**src/rtl/exe_mt.sv**
```systemverilog
// exe_mt: multithreaded execute stage with per-thread MEM/WB forwarding, load-use stall
// and the EXE/MEM pipeline register. Define EXE_MUL_EN to build the shift-add multiplier.
module exe_mt #(
   parameter int XLEN  = 32,
   parameter int TRD_W = 3,
   parameter int REG_W = 5
) (
   input  logic             clk,
   input  logic             rst_n,
   input  logic             valid_exe,
   input  logic [TRD_W-1:0] trd_exe,
   input  logic [REG_W-1:0] rs_a,
   input  logic [REG_W-1:0] rs_b,
   input  logic [REG_W-1:0] rd,
   input  logic             wr_en_exe,
   input  logic             ld_exe,
   input  logic [XLEN-1:0]  data_a,
   input  logic [XLEN-1:0]  data_b,
   input  logic [15:0]      imm,
   input  logic             i_type,
   input  logic [2:0]       alu_op,
   input  logic [TRD_W-1:0] trd_wb,
   input  logic [REG_W-1:0] rd_wb,
   input  logic             wr_en_wb,
   input  logic [XLEN-1:0]  data_wb,
   input  logic             flush,
   input  logic             stall_in,
   output logic             valid_mem,
   output logic [TRD_W-1:0] trd_mem,
   output logic [REG_W-1:0] rd_mem,
   output logic             wr_en_mem,
   output logic             ld_mem,
   output logic [XLEN-1:0]  res_mem,
   output logic             of_mem,
   output logic             stall_exe,
   output logic             illegal_exe
);

   localparam int SH_W = $clog2(XLEN);

   localparam logic [2:0] OP_ADD = 3'd0;
   localparam logic [2:0] OP_SUB = 3'd1;
   localparam logic [2:0] OP_AND = 3'd2;
   localparam logic [2:0] OP_OR  = 3'd3;
   localparam logic [2:0] OP_XOR = 3'd4;
   localparam logic [2:0] OP_SLT = 3'd5;
   localparam logic [2:0] OP_SLL = 3'd6;
   localparam logic [2:0] OP_MUL = 3'd7;

   logic             valid_mem_q, valid_mem_d;
   logic [TRD_W-1:0] trd_mem_q, trd_mem_d;
   logic [REG_W-1:0] rd_mem_q, rd_mem_d;
   logic             wr_en_mem_q, wr_en_mem_d;
   logic             ld_mem_q, ld_mem_d;
   logic [XLEN-1:0]  res_mem_q, res_mem_d;
   logic             of_mem_q, of_mem_d;
   logic             illegal_q, illegal_d;

   logic             fwd_mem_a_s, fwd_mem_b_s, fwd_wb_a_s, fwd_wb_b_s;
   logic             load_use_s, stall_exe_s, illegal_op_s, mul_done_s;
   logic [XLEN-1:0]  op_a_s, op_b_s, alu_s, mul_res_s;
   logic             of_s;

   // Operand selection: a MEM-stage result beats the WB bypass, which beats the register file
   always_comb begin
      fwd_mem_a_s = valid_mem_q & wr_en_mem_q & (trd_mem_q == trd_exe) & (rd_mem_q == rs_a)
                    & (rs_a != {REG_W{1'b0}});
      fwd_mem_b_s = valid_mem_q & wr_en_mem_q & (trd_mem_q == trd_exe) & (rd_mem_q == rs_b)
                    & (rs_b != {REG_W{1'b0}});
      fwd_wb_a_s  = wr_en_wb & (trd_wb == trd_exe) & (rd_wb == rs_a) & (rs_a != {REG_W{1'b0}});
      fwd_wb_b_s  = wr_en_wb & (trd_wb == trd_exe) & (rd_wb == rs_b) & (rs_b != {REG_W{1'b0}});
      if (fwd_mem_a_s) begin
         op_a_s = res_mem_q;
      end else if (fwd_wb_a_s) begin
         op_a_s = data_wb;
      end else begin
         op_a_s = data_a;
      end
      if (i_type) begin
         op_b_s = XLEN'($signed(imm));
      end else if (fwd_mem_b_s) begin
         op_b_s = res_mem_q;
      end else if (fwd_wb_b_s) begin
         op_b_s = data_wb;
      end else begin
         op_b_s = data_b;
      end
      // a load's MEM result is only an address, so its consumer must wait one cycle
      load_use_s = valid_exe & ld_mem_q & (fwd_mem_a_s | fwd_mem_b_s);
   end

   // Single-cycle ALU; overflow is reported for ADD/SUB only
   always_comb begin
      alu_s = {XLEN{1'b0}};
      of_s  = 1'b0;
      case (alu_op)
         OP_ADD: begin
            alu_s = op_a_s + op_b_s;
            of_s  = (op_a_s[XLEN-1] == op_b_s[XLEN-1]) & (alu_s[XLEN-1] != op_a_s[XLEN-1]);
         end
         OP_SUB: begin
            alu_s = op_a_s - op_b_s;
            of_s  = (op_a_s[XLEN-1] != op_b_s[XLEN-1]) & (alu_s[XLEN-1] != op_a_s[XLEN-1]);
         end
         OP_AND:  alu_s = op_a_s & op_b_s;
         OP_OR:   alu_s = op_a_s | op_b_s;
         OP_XOR:  alu_s = op_a_s ^ op_b_s;
         OP_SLT:  alu_s = {{(XLEN-1){1'b0}}, ($signed(op_a_s) < $signed(op_b_s))};
         OP_SLL:  alu_s = op_a_s << op_b_s[SH_W-1:0];
         default: alu_s = {XLEN{1'b0}};
      endcase
   end

`ifdef EXE_MUL_EN
   typedef enum logic [1:0] {
      IDLE = 2'd0,
      BUSY = 2'd1,
      DONE = 2'd2
   } mul_state_e;

   mul_state_e      state_q, state_d;
   logic [SH_W-1:0] cnt_q, cnt_d;
   logic [XLEN-1:0] mcand_q, mcand_d, mplier_q, mplier_d, acc_q, acc_d;
   logic            start_s;

   // Multiplier state and datapath registers
   always_ff @(posedge clk or negedge rst_n) begin
      if (!rst_n) begin
         state_q  <= IDLE;
         cnt_q    <= {SH_W{1'b0}};
         mcand_q  <= {XLEN{1'b0}};
         mplier_q <= {XLEN{1'b0}};
         acc_q    <= {XLEN{1'b0}};
      end else begin
         state_q  <= state_d;
         cnt_q    <= cnt_d;
         mcand_q  <= mcand_d;
         mplier_q <= mplier_d;
         acc_q    <= acc_d;
      end
   end

   // Shift-add sequencing: one multiplier bit per BUSY cycle, counter runs XLEN-1 down to 0
   always_comb begin
      state_d  = state_q;
      cnt_d    = cnt_q;
      mcand_d  = mcand_q;
      mplier_d = mplier_q;
      acc_d    = acc_q;
      start_s  = 1'b0;
      case (state_q)
         IDLE: begin
            if (valid_exe && (alu_op == OP_MUL) && !load_use_s && !flush && !stall_in) begin
               start_s  = 1'b1;
               state_d  = BUSY;
               cnt_d    = SH_W'(XLEN - 1);
               mcand_d  = op_a_s;
               mplier_d = op_b_s;
               acc_d    = {XLEN{1'b0}};
            end else begin
               state_d  = IDLE;
            end
         end
         BUSY: begin
            if (flush) begin
               state_d = IDLE;
            end else begin
               if (mplier_q[0]) begin
                  acc_d = acc_q + mcand_q;
               end else begin
                  acc_d = acc_q;
               end
               mcand_d  = {mcand_q[XLEN-2:0], 1'b0};
               mplier_d = {1'b0, mplier_q[XLEN-1:1]};
               if (cnt_q == {SH_W{1'b0}}) begin
                  state_d = DONE;
               end else begin
                  cnt_d   = cnt_q - 1'b1;
               end
            end
         end
         DONE: begin
            if (flush || !stall_in) begin
               state_d = IDLE;
            end else begin
               state_d = DONE;
            end
         end
         default: state_d = IDLE;
      endcase
   end

   assign stall_exe_s  = (state_q == BUSY) | ((state_q == IDLE) & (load_use_s | start_s));
   assign mul_done_s   = (state_q == DONE);
   assign mul_res_s    = acc_q;
   assign illegal_op_s = 1'b0;
`else
   assign stall_exe_s  = load_use_s;
   assign mul_done_s   = 1'b0;
   assign mul_res_s    = {XLEN{1'b0}};
   assign illegal_op_s = valid_exe & (alu_op == OP_MUL);
`endif

   // EXE/MEM register next state: flush, then downstream hold, then own stall, then capture
   always_comb begin
      valid_mem_d = valid_mem_q;
      trd_mem_d   = trd_mem_q;
      rd_mem_d    = rd_mem_q;
      wr_en_mem_d = wr_en_mem_q;
      ld_mem_d    = ld_mem_q;
      res_mem_d   = res_mem_q;
      of_mem_d    = of_mem_q;
      illegal_d   = 1'b0;
      if (flush) begin
         valid_mem_d = 1'b0;
         wr_en_mem_d = 1'b0;
         ld_mem_d    = 1'b0;
      end else if (stall_in) begin
         valid_mem_d = valid_mem_q;
      end else if (stall_exe_s) begin
         valid_mem_d = 1'b0;
         wr_en_mem_d = 1'b0;
         ld_mem_d    = 1'b0;
      end else begin
         valid_mem_d = valid_exe;
         trd_mem_d   = trd_exe;
         rd_mem_d    = rd;
         wr_en_mem_d = valid_exe & wr_en_exe & ~illegal_op_s;
         ld_mem_d    = valid_exe & ld_exe;
         of_mem_d    = valid_exe & of_s;
         illegal_d   = illegal_op_s;
         if (illegal_op_s) begin
            res_mem_d = {XLEN{1'b0}};
         end else if (mul_done_s) begin
            res_mem_d = mul_res_s;
         end else begin
            res_mem_d = alu_s;
         end
      end
   end

   // EXE/MEM register and the registered illegal-op pulse
   always_ff @(posedge clk or negedge rst_n) begin
      if (!rst_n) begin
         valid_mem_q <= 1'b0;
         trd_mem_q   <= {TRD_W{1'b0}};
         rd_mem_q    <= {REG_W{1'b0}};
         wr_en_mem_q <= 1'b0;
         ld_mem_q    <= 1'b0;
         res_mem_q   <= {XLEN{1'b0}};
         of_mem_q    <= 1'b0;
         illegal_q   <= 1'b0;
      end else begin
         valid_mem_q <= valid_mem_d;
         trd_mem_q   <= trd_mem_d;
         rd_mem_q    <= rd_mem_d;
         wr_en_mem_q <= wr_en_mem_d;
         ld_mem_q    <= ld_mem_d;
         res_mem_q   <= res_mem_d;
         of_mem_q    <= of_mem_d;
         illegal_q   <= illegal_d;
      end
   end

   assign valid_mem   = valid_mem_q;
   assign trd_mem     = trd_mem_q;
   assign rd_mem      = rd_mem_q;
   assign wr_en_mem   = wr_en_mem_q;
   assign ld_mem      = ld_mem_q;
   assign res_mem     = res_mem_q;
   assign of_mem      = of_mem_q;
   assign stall_exe   = stall_exe_s;
   assign illegal_exe = illegal_q;

endmodule

```
**config.mk**
```make
export PLATFORM = sky130hd
export DESIGN_NAME = exe_mt
export DESIGN_NICKNAME = d
export VERILOG_FILES = /design/src/rtl/exe_mt.sv
export SDC_FILE = /design/constraint.sdc
export NUM_CORES = 1
export LEC_CHECK = 0
export CAP_MARGIN = 20
export CORE_MARGIN = 5
export CORE_UTILIZATION = 49
export CTS_CLUSTER_DIAMETER = 50
export DETAILED_ROUTE_END_ITERATION = 10
export PLACE_DENSITY = 0.76
export SLEW_MARGIN = 20
export SYNTH_ARGS = -nofsm -noshare
export SYNTH_HDL_FRONTEND = slang
export SYNTH_SLANG_ARGS = --single-unit
```
**constraint.sdc**
```tcl
create_clock -name clk -period 7.6 [get_ports clk]
set_input_delay 0.76 -clock clk [delete_from_list [all_inputs] [get_ports clk]]
set_output_delay 0.76 -clock clk [all_outputs]
set_load 0.03 [all_outputs]
```
Word-level counts from Yosys, hierarchy flattened
Index checks and enable logic that the tools add are counted.
{"block": "word_totals", "in_bits": 150, "wordCells": 82, "regBits": 45, "output_inout_bits": 46}
{"block": "classes", "n_mux": 20, "n_addsub": 2, "order_cmp": 1, "bitwise": 28, "reduce_logical": 4, "n_shift": 1, "n_eq_ne": 18}
{"operator": "one-hot mux 32 bit (7 select lines)", "count": 1}
{"operator": "2-to-1 mux 32 bit", "count": 6}
{"operator": "adder 32 bit", "count": 1}
{"operator": "AND 32 bit", "count": 1}
{"operator": "less-than comparator 32 bit", "count": 1}
{"operator": "OR 32 bit", "count": 1}
{"operator": "left shift 32 x 5 -> 32 bit", "count": 1}
{"operator": "subtractor 32 bit", "count": 1}
{"operator": "XOR 32 bit", "count": 1}
{"operator": "AND 1 bit", "count": 20}
{"operator": "== test 5 bit", "count": 4}
{"operator": "== test 3 bit (second input constant)", "count": 4}
{"operator": "2-to-1 mux 1 bit", "count": 12}
{"operator": "nonzero test 5 bit", "count": 2}
{"operator": "== test 3 x 2 -> 1 bit (second input constant)", "count": 2}
{"operator": "== test 3 bit", "count": 2}
{"operator": "NOT 1 bit", "count": 4}
{"operator": "== test 3 x 1 -> 1 bit (second input constant)", "count": 1}
{"operator": "zero test 3 bit", "count": 1}
{"operator": "inequality test 1 bit", "count": 3}
{"operator": "AND reduction 3 bit", "count": 1}
{"operator": "inequality test 2 bit (second input constant)", "count": 1}
{"operator": "one-hot mux 1 bit (2 select lines)", "count": 1}
{"operator": "== test 1 bit", "count": 1}
{"operator": "OR 1 bit", "count": 1}

Longest topological paths before layout
{"block": "logic_depth", "depth_word": 12, "mapped_depth": 22, "ltp_nobuf": 20}

Worst setup path before layout
No wires, ideal clock.
{"block": "synth_path", "kind": "input port to flip-flop", "startpoint": "input trd_exe[2]", "endpoint": "register of_mem_q (netlist: of_mem)", "cell_stages": 20, "required_time_ns": 7.480, "n_path_buf": 3, "arrival_time_ns": 6.067, "setup_ns": 0.120, "setup_slack_ns": 1.413, "path_cell_list": "xor2_1 > or4_1 > or4_1 > or2_2 > a31o_2 > buf_2 > buf_1 > clkbuf_1 > ha_1 > nor2_1 > o311a_1 > o32ai_1 > nor3_1 > or4b_2 > a21oi_1 > o41ai_1 > o41a_1 > xnor2_1 > o21ai_0 > a31o_2"}
{"block": "synth_via", "elab_chain_cells": 12, "elab_cells_between_ends": 31, "classes_between": "add/sub (2); eq/ne (6); mux (6); bitwise (16); reduce/logical (1)"}
{"item": "start, declared", "line_no": "11", "text": "input logic [TRD_W-1:0] trd_exe,"}
{"item": "== test 3 bit", "line_no": "70, 71"}
{"item": "AND 1 bit", "line_no": "70, 71"}
{"item": "AND 1 bit (2 in series)", "line_no": "71", "text": "fwd_wb_b_s = wr_en_wb & (trd_wb == trd_exe) & (rd_wb == rs_b) & (rs_b != {REG_W{1'b0}});"}
{"item": "2-to-1 mux 32 bit", "line_no": "83", "text": "end else if (fwd_wb_b_s) begin"}
{"item": "2-to-1 mux 32 bit", "line_no": "81", "text": "end else if (fwd_mem_b_s) begin"}
{"item": "2-to-1 mux 32 bit", "line_no": "79", "text": "if (i_type) begin"}
{"item": "subtractor 32 bit / adder 32 bit (equally long branches)", "line_no": "102, 98"}
{"item": "inequality test 1 bit (on tied branches)", "line_no": "103, 99"}
{"item": "AND 1 bit (on tied branches)", "line_no": "103, 99"}
{"item": "one-hot mux 1 bit (2 select lines)", "line_no": "96", "text": "case (alu_op)"}
{"item": "AND 1 bit", "line_no": "230", "text": "of_mem_d = valid_exe & of_s;"}
{"item": "end signal, assigned", "line_no": "260", "text": "of_mem_q <= of_mem_d;"}
{"item": "end, declared", "line_no": "56", "text": "logic of_mem_q, of_mem_d;"}
Parallel ways exist; a longest one is shown, timed or not.
A chain may end at the register's enable or synchronous reset.

Worst setup path in the final report
Ends and elaborated chain as after synthesis.

==> results list <==
- The flow ran to the end, and the final reports show no timing, DRC or antenna violations.
* Top layer reached by signal wires: met5
- Arrival time at the worst endpoint: 7560 ps
- Measured along the x axis, the die boundary spans 157 um.
- The congestion estimate from routability-driven global placement came to 1.07.
- Met3 wirelength from detailed routing: 6020 um
- For this run, the number of standard cells in the final layout without fillers is 1939.
- Overall via count from detail_route: 12709
- Max-cap violations in this run came to 0.
* Category of the worst setup path launch point: primary input
- Ys flop type: sky130_fd_sc_hd__dfrtp_1
- Leading cell type in the layout, fill and taps excluded: sky130_fd_sc_hd__nand2_1
- Summed over all cells, the static leakage comes to 5.70 nW.
- The first TritonRoute pass finished after 7 iterations.
- Gate count after technology mapping: 1515
- Detailed placement ended at an HPWL of 35200 um.
* Antenna violation net count after detailed routing: 0
- In the final layout, the share of cells above drive strength 1 is 0.0667.
- Of the available clock period, the critical path in the final layout requires 0.969.
- Setup violations remaining at the end of the flow were counted as 0.
- After detailed routing, the number of vias per cell comes to 6.55.
- Number of nets in the synthesized netlist: 1781
- For this run, the slowest stage of the critical path takes 1060 ps.
* Mean cell area of the mapped netlist: 6.95 um^2
- For the final routed database, the setup TNS stands at 0 ps.
* I/O pin count: 196
- For this configuration, the core starts out at a cell density of 0.500.
- CP Cell Sequence: clkdlybuf4s50_1 > xor2_1 > or4_1 > or4_2 > o21ai_0 > o21ai_0 > ha_1 > inv_1 > o311ai_0 > o2111ai_1 > o2111ai_1 > nand2_1 > o311ai_0 > buf_4 > a31oi_1 > o21a_1 > xnor2_1 > nor3_1 > a31o_2
- The slowest stage of the critical path belongs to the cell sky130_fd_sc_hd__or4_2.
* Number of design rule violations left after detail routing: 0
- Entering global routing, the biggest net connects 57 pins.
* Clock slew at the register clock pins of the worst setup and hold paths: 70 ps
- Clock latency at the later pin of the worst-skew pair: 310 ps
- The mapped netlist covers 0.0105 mm^2.
- Critical path capture point type: register
* Setup repair after global routing missed its margin: false
- Routed length per instance: 23.7 um
- Number of buffers created by CTS: 5
- GR Overflow Total: 0
* Tightest Pin Transition: 1150 ps
- Cell Count Post-Placement: 1931
* WL met2: 19100 um
- The number of global-route vias before repair is 11622.
* Final Slew Violations: 0
- Number of hold violations in the final report: 0
* CTS tree: yes
- In this run the number of H-tree levels came out at 2.
- Across the VDD grid, the largest voltage drop is 0.0000819 V.
- Met1 routed wirelength after detailed routing: 19100 um
* Post-Route Skew: 7.17 ps
- The number of antenna diodes in the final layout is 0.
- Count of buffers from port buffering: 195
- Counting flops and latches in the post-synthesis netlist gives 45.
- NumNets Final: 1929
* Wire length of the first global-routing pass: 68600 um
- No sink is reached through more buffers than the 2 on the longest clock path.
- Clock sinks: 45
- Number of enable flip-flop cells after synthesis: 0
- Hold crit path type: register to register
- Post-CTS setup buffer count: 0
* DRC violation total after the first TritonRoute iteration: 1487
- F_max: 136 MHz
- Type of the worst setup path: primary input to register
* CTS root buf: sky130_fd_sc_hd__clkbuf_16
- Area of the core: 0.0211 mm^2
* Post-layout minimum cycle time: 7360 ps
* Antenna violations before repair: 1
- After floorplanning, the core was divided into 53 placement rows.
- Of all nets on the critical path, the largest fanout is 31.
- In the global route stage, overall resource usage came out at 0.356.
- Pwr Density: 129 mW/mm^2
- The worst pin sits at a relative slew slack of 0.229.
* Leading cell types in the layout, fill and taps excluded: 211 x sky130_fd_sc_hd__nand2_1, 193 x sky130_fd_sc_hd__clkdlybuf4s50_1, 161 x sky130_fd_sc_hd__o21ai_0
* Warnings from Yosys: 0
- Synthesis-to-layout area growth: 23.4%
- Die footprint: 0.0245 mm^2
* Proportion of synthesized flip-flops having asynchronous set or reset: 1.00
- Die Ht: 157 um
- After detailed routing, the total wire length is 46000 um.
- The share of the Yosys chip area taken by registers is 0.107.
* Synth cell types: 77
- At the worst endpoint, the required time is 7800 ps.
==> final cells by class <==
cell class              count  area, um^2
multi-input cells        1253        8590
fillers                  1997        8090
repair buffers            252        2370
flip-flops and latches     45        1130
inverters                 106         398
well taps                 275         344
clock buffers               7         143
clock inverters             1        30.0
==> state kept, by name, summed over array words and instances (netlist names) <==
| name | flops |
|---|---|
| rd_mem | 5 |
| illegal_exe | 1 |
| wr_en_mem | 1 |
| res_mem | 32 |
| ld_mem | 1 |
| of_mem | 1 |
| trd_mem | 3 |
| valid_mem | 1 |
==> power by group <==
part           total (mW)  leakage (nW)  switching [mW]  internal [mW]
Combinational        1.07          5.04           0.639          0.432
Sequential          0.331         0.577          0.0553          0.275
Clock               0.276        0.0841           0.111          0.165
Total                1.68          5.70           0.806          0.872
==> path summary, 6_finish.rpt <==
check	endpoint	start	slack, ps	depth (start not counted)
min in group asynchronous	illegal_exe	rst_n	570	2
hold reg to reg	trd_mem[1]	trd_mem[1]	540	2
setup / recovery	of_mem	trd_exe[2]	240	19
hold / removal	trd_mem[1]	trd_mem[1]	540	2
setup reg to reg	of_mem	trd_mem[2]	750	18
max in group asynchronous	rd_mem[3]	rst_n	6550	2
==> metal layers <==
layer  up-vias  global-route usage
li1       5764                   -
met1      5979               0.504
met2       810               0.531
met3       154              0.0843
met4         2               0.121
met5         -                   0
==> timing repair <==
| item | 4_1_cts | 5_1_grt |
|---|---|---|
| hold buffers | 0 | 0 |
| endpoints found under the setup margin | 0 | 1 |
| gates resized for setup | 0 | 1 |
==> synthesized netlist by cell type, types with 5 or more instances <==
cell / instances / area [um^2]
sky130_fd_sc_hd__and2_1: 6 / 37.5
sky130_fd_sc_hd__o21ai_0: 162 / 811
sky130_fd_sc_hd__a221oi_1: 9 / 78.8
sky130_fd_sc_hd__buf_1: 10 / 37.5
sky130_fd_sc_hd__nor4_1: 10 / 62.6
sky130_fd_sc_hd__o32ai_1: 5 / 43.8
sky130_fd_sc_hd__nand4_1: 9 / 56.3
sky130_fd_sc_hd__o211ai_1: 16 / 120
sky130_fd_sc_hd__o21a_1: 7 / 52.6
sky130_fd_sc_hd__a22o_1: 9 / 78.8
sky130_fd_sc_hd__o221ai_1: 15 / 131
sky130_fd_sc_hd__or3_1: 11 / 68.8
sky130_fd_sc_hd__mux2i_1: 117 / 1170
sky130_fd_sc_hd__a21oi_1: 109 / 546
sky130_fd_sc_hd__ha_1: 114 / 1430
sky130_fd_sc_hd__a21o_1: 10 / 75.1
sky130_fd_sc_hd__nor2_1: 111 / 417
sky130_fd_sc_hd__buf_2: 18 / 90.1
sky130_fd_sc_hd__a222oi_1: 10 / 100
sky130_fd_sc_hd__xnor2_1: 41 / 359
sky130_fd_sc_hd__nand2_1: 211 / 792
sky130_fd_sc_hd__o22ai_1: 13 / 81.3
sky130_fd_sc_hd__and3_1: 5 / 31.3
sky130_fd_sc_hd__nand3_1: 22 / 110
sky130_fd_sc_hd__o31a_1: 6 / 52.6
sky130_fd_sc_hd__a22oi_1: 7 / 52.6
sky130_fd_sc_hd__a211oi_1: 20 / 150
sky130_fd_sc_hd__o31ai_1: 12 / 90.1
sky130_fd_sc_hd__nand2b_1: 10 / 62.6
sky130_fd_sc_hd__dfrtp_1: 45 / 1130
sky130_fd_sc_hd__a31oi_1: 16 / 100
sky130_fd_sc_hd__mux4_2: 5 / 113
sky130_fd_sc_hd__o311ai_0: 6 / 52.6
sky130_fd_sc_hd__or2_2: 9 / 56.3
sky130_fd_sc_hd__a221o_1: 8 / 80.1
sky130_fd_sc_hd__or4_1: 7 / 52.6
sky130_fd_sc_hd__nor3_1: 24 / 120
sky130_fd_sc_hd__o21bai_1: 13 / 97.6
sky130_fd_sc_hd__mux2_2: 9 / 101
sky130_fd_sc_hd__inv_1: 105 / 394
sky130_fd_sc_hd__nor2b_1: 10 / 62.6
sky130_fd_sc_hd__xor2_1: 13 / 114
sky130_fd_sc_hd__clkbuf_1: 80 / 300
==> worst max-delay path: cells and delay by family <==
family / cells / cell delay (ps)
buffers and inverters: 3 / 860
AO/OA/AOI/OAI: 9 / 3020
XOR/XNOR: 2 / 310
adder cells (fa/ha/maj): 1 / 640
AND/OR/NAND/NOR: 4 / 1920
==> cell families after synthesis <==
| kind of cell | share of synthesized area |
|---|---|
| compound gates | 0.301 |
| simple gates | 0.193 |
| buf+inv | 0.0809 |
| mux | 0.134 |
| fa+ha+maj | 0.139 |
| xor+xnor | 0.0449 |
| flops | 0.107 |
==> through the flow <==
step	util	total power, mW	instance area (um^2)	hold WS, ps	setup WS (ps)
detailed placement	0.608	1.36	12800	523	271
global route	0.616	1.75	13000	569	110
global placement	0.608	1.36	12800	512	398
floorplan	-	0.964	10500	464	1410
finish	0.616	1.68	13000	537	238
CTS	0.616	1.64	13000	540	576
No activity file was read; power rests on OpenSTA's default activity.
==> patch, RTL diff (same flow settings) <==
Build with the macro `EXE_MUL_EN` defined.
--- a/src/rtl/exe_mt.sv
+++ b/src/rtl/exe_mt.sv
@@ -1,4 +1,6 @@
 // exe_mt: multithreaded execute stage with per-thread MEM/WB forwarding, load-use stall
 // and the EXE/MEM pipeline register. Define EXE_MUL_EN to build the shift-add multiplier.
+`define EXE_MUL_EN
+
 module exe_mt #(
    parameter int XLEN  = 32,
Formal check against the unedited RTL: not equivalent (a bounded check fails within 4 cycles, from zero or initial values and one cycle with rst_n low).
==> patch against the original RTL <==
Worst setup slack better by 0.42 ns. Clock skew is 0.016 ns higher. Fmax is 6.1% higher. Cell area is 54% higher. Combinational power is 59% higher. Global-route usage is 3.9 points higher. Sequential cell count is 102 higher. Worst hold slack worse by 0.19 ns. Synthesized area is 61% higher. Power is 120% higher. Routed wire length is 71% higher. Critical endpoint is now res_mem[31]$_DFFE_PN0P_.
==> patch: results (changes against the original RTL) <==
| Metric | Value |
|---|---|
| Layout cells sized above 1 | 0.0729 (was 0.0667) |
| Post-DP HPWL | 60100 um (was 35200 um) |
| Post-Layout Cell Count | 2898 (was 1939) |
| Slew of the pin with the lowest slew margin | 1.16 ns (was 1.15 ns) |
| Pleak | 0.00859 uW (was 0.00570 uW) |
| Pin count of the biggest net entering global routing | 78 (was 57) |
| Worst clock skew | 0.0234 ns (was 0.00717 ns) |
| Reg-to-Reg End | res_mem[31]$_DFFE_PN0P_ (was of_mem$_DFFE_PN0P_) |
| CTS buffer count | 17 (was 5) |
| Global-route wire length before repair | 116000 um (was 68600 um) |
| Initial antenna violation count | 2 (was 1) |
| Number of global-route vias before repair | 18.3k (was 11.6k) |
| Placed Area | 0.0195 mm2 (was 0.0128 mm2) |
| HP Class | in2async (was reg2reg) |
| Syn Area/Cell | 7.37 um2 (was 6.95 um2) |
| Synth Area in XOR/XNOR | 0.0418 (was 0.0449) |
| WL/cell | 27.2 um (was 23.7 um) |
| Number of DRC markers in iteration 0 | 2209 (was 1487) |
| Outcome | complete, no violations (unchanged) |
| H-tree levels | 4 (was 2) |
| FF-to-FF path depth | 21 (was 18) |
| Nets | 2729 (was 1929) |
| Post-synthesis adder-cell area fraction | 0.112 (was 0.139) |
| CP max stage delay | 0.69 ns (was 1.06 ns) |
| Clk power | 838 uW (was 276 uW) |
| CP Max Fanout | 12 (was 31) |
## patch: cell types whose count changed after synthesis, sizes merged, moves of 16 or more
| cell | unedited run | this run |
|---|---|---|
| nor2 | 111 | 250 |
| a21oi | 109 | 218 |
| nand2 | 211 | 317 |
| dfrtp | 45 | 147 |
| a31oi | 16 | 56 |
| clkbuf | 80 | 114 |
| ha | 114 | 147 |
| nor3 | 24 | 52 |
| a211oi | 21 | 39 |
| nand3 | 22 | 39 |
| buf | 31 | 47 |
## patch: layout make-up
class | instances | area, um2 | share of cell area
flip-flops and latches | 147 | 3680 | 0.184
clock inverters | 14 | 119 | 0.00594
well taps | 455 | 569 | 0.0285
repair buffers | 270 | 2500 | 0.125
multi-input cells | 1884 | 12300 | 0.615
diodes | 1 | 2.50 | 0.000125
clock buffers | 18 | 429 | 0.0214
inverters | 109 | 409 | 0.0204
## patch: layer usage
layer	routed length [um]	up-vias
li1	-	8520
met2	35100	1211
met4	7570	0
met5	0	-
met1	29100	9022
met3	7130	347
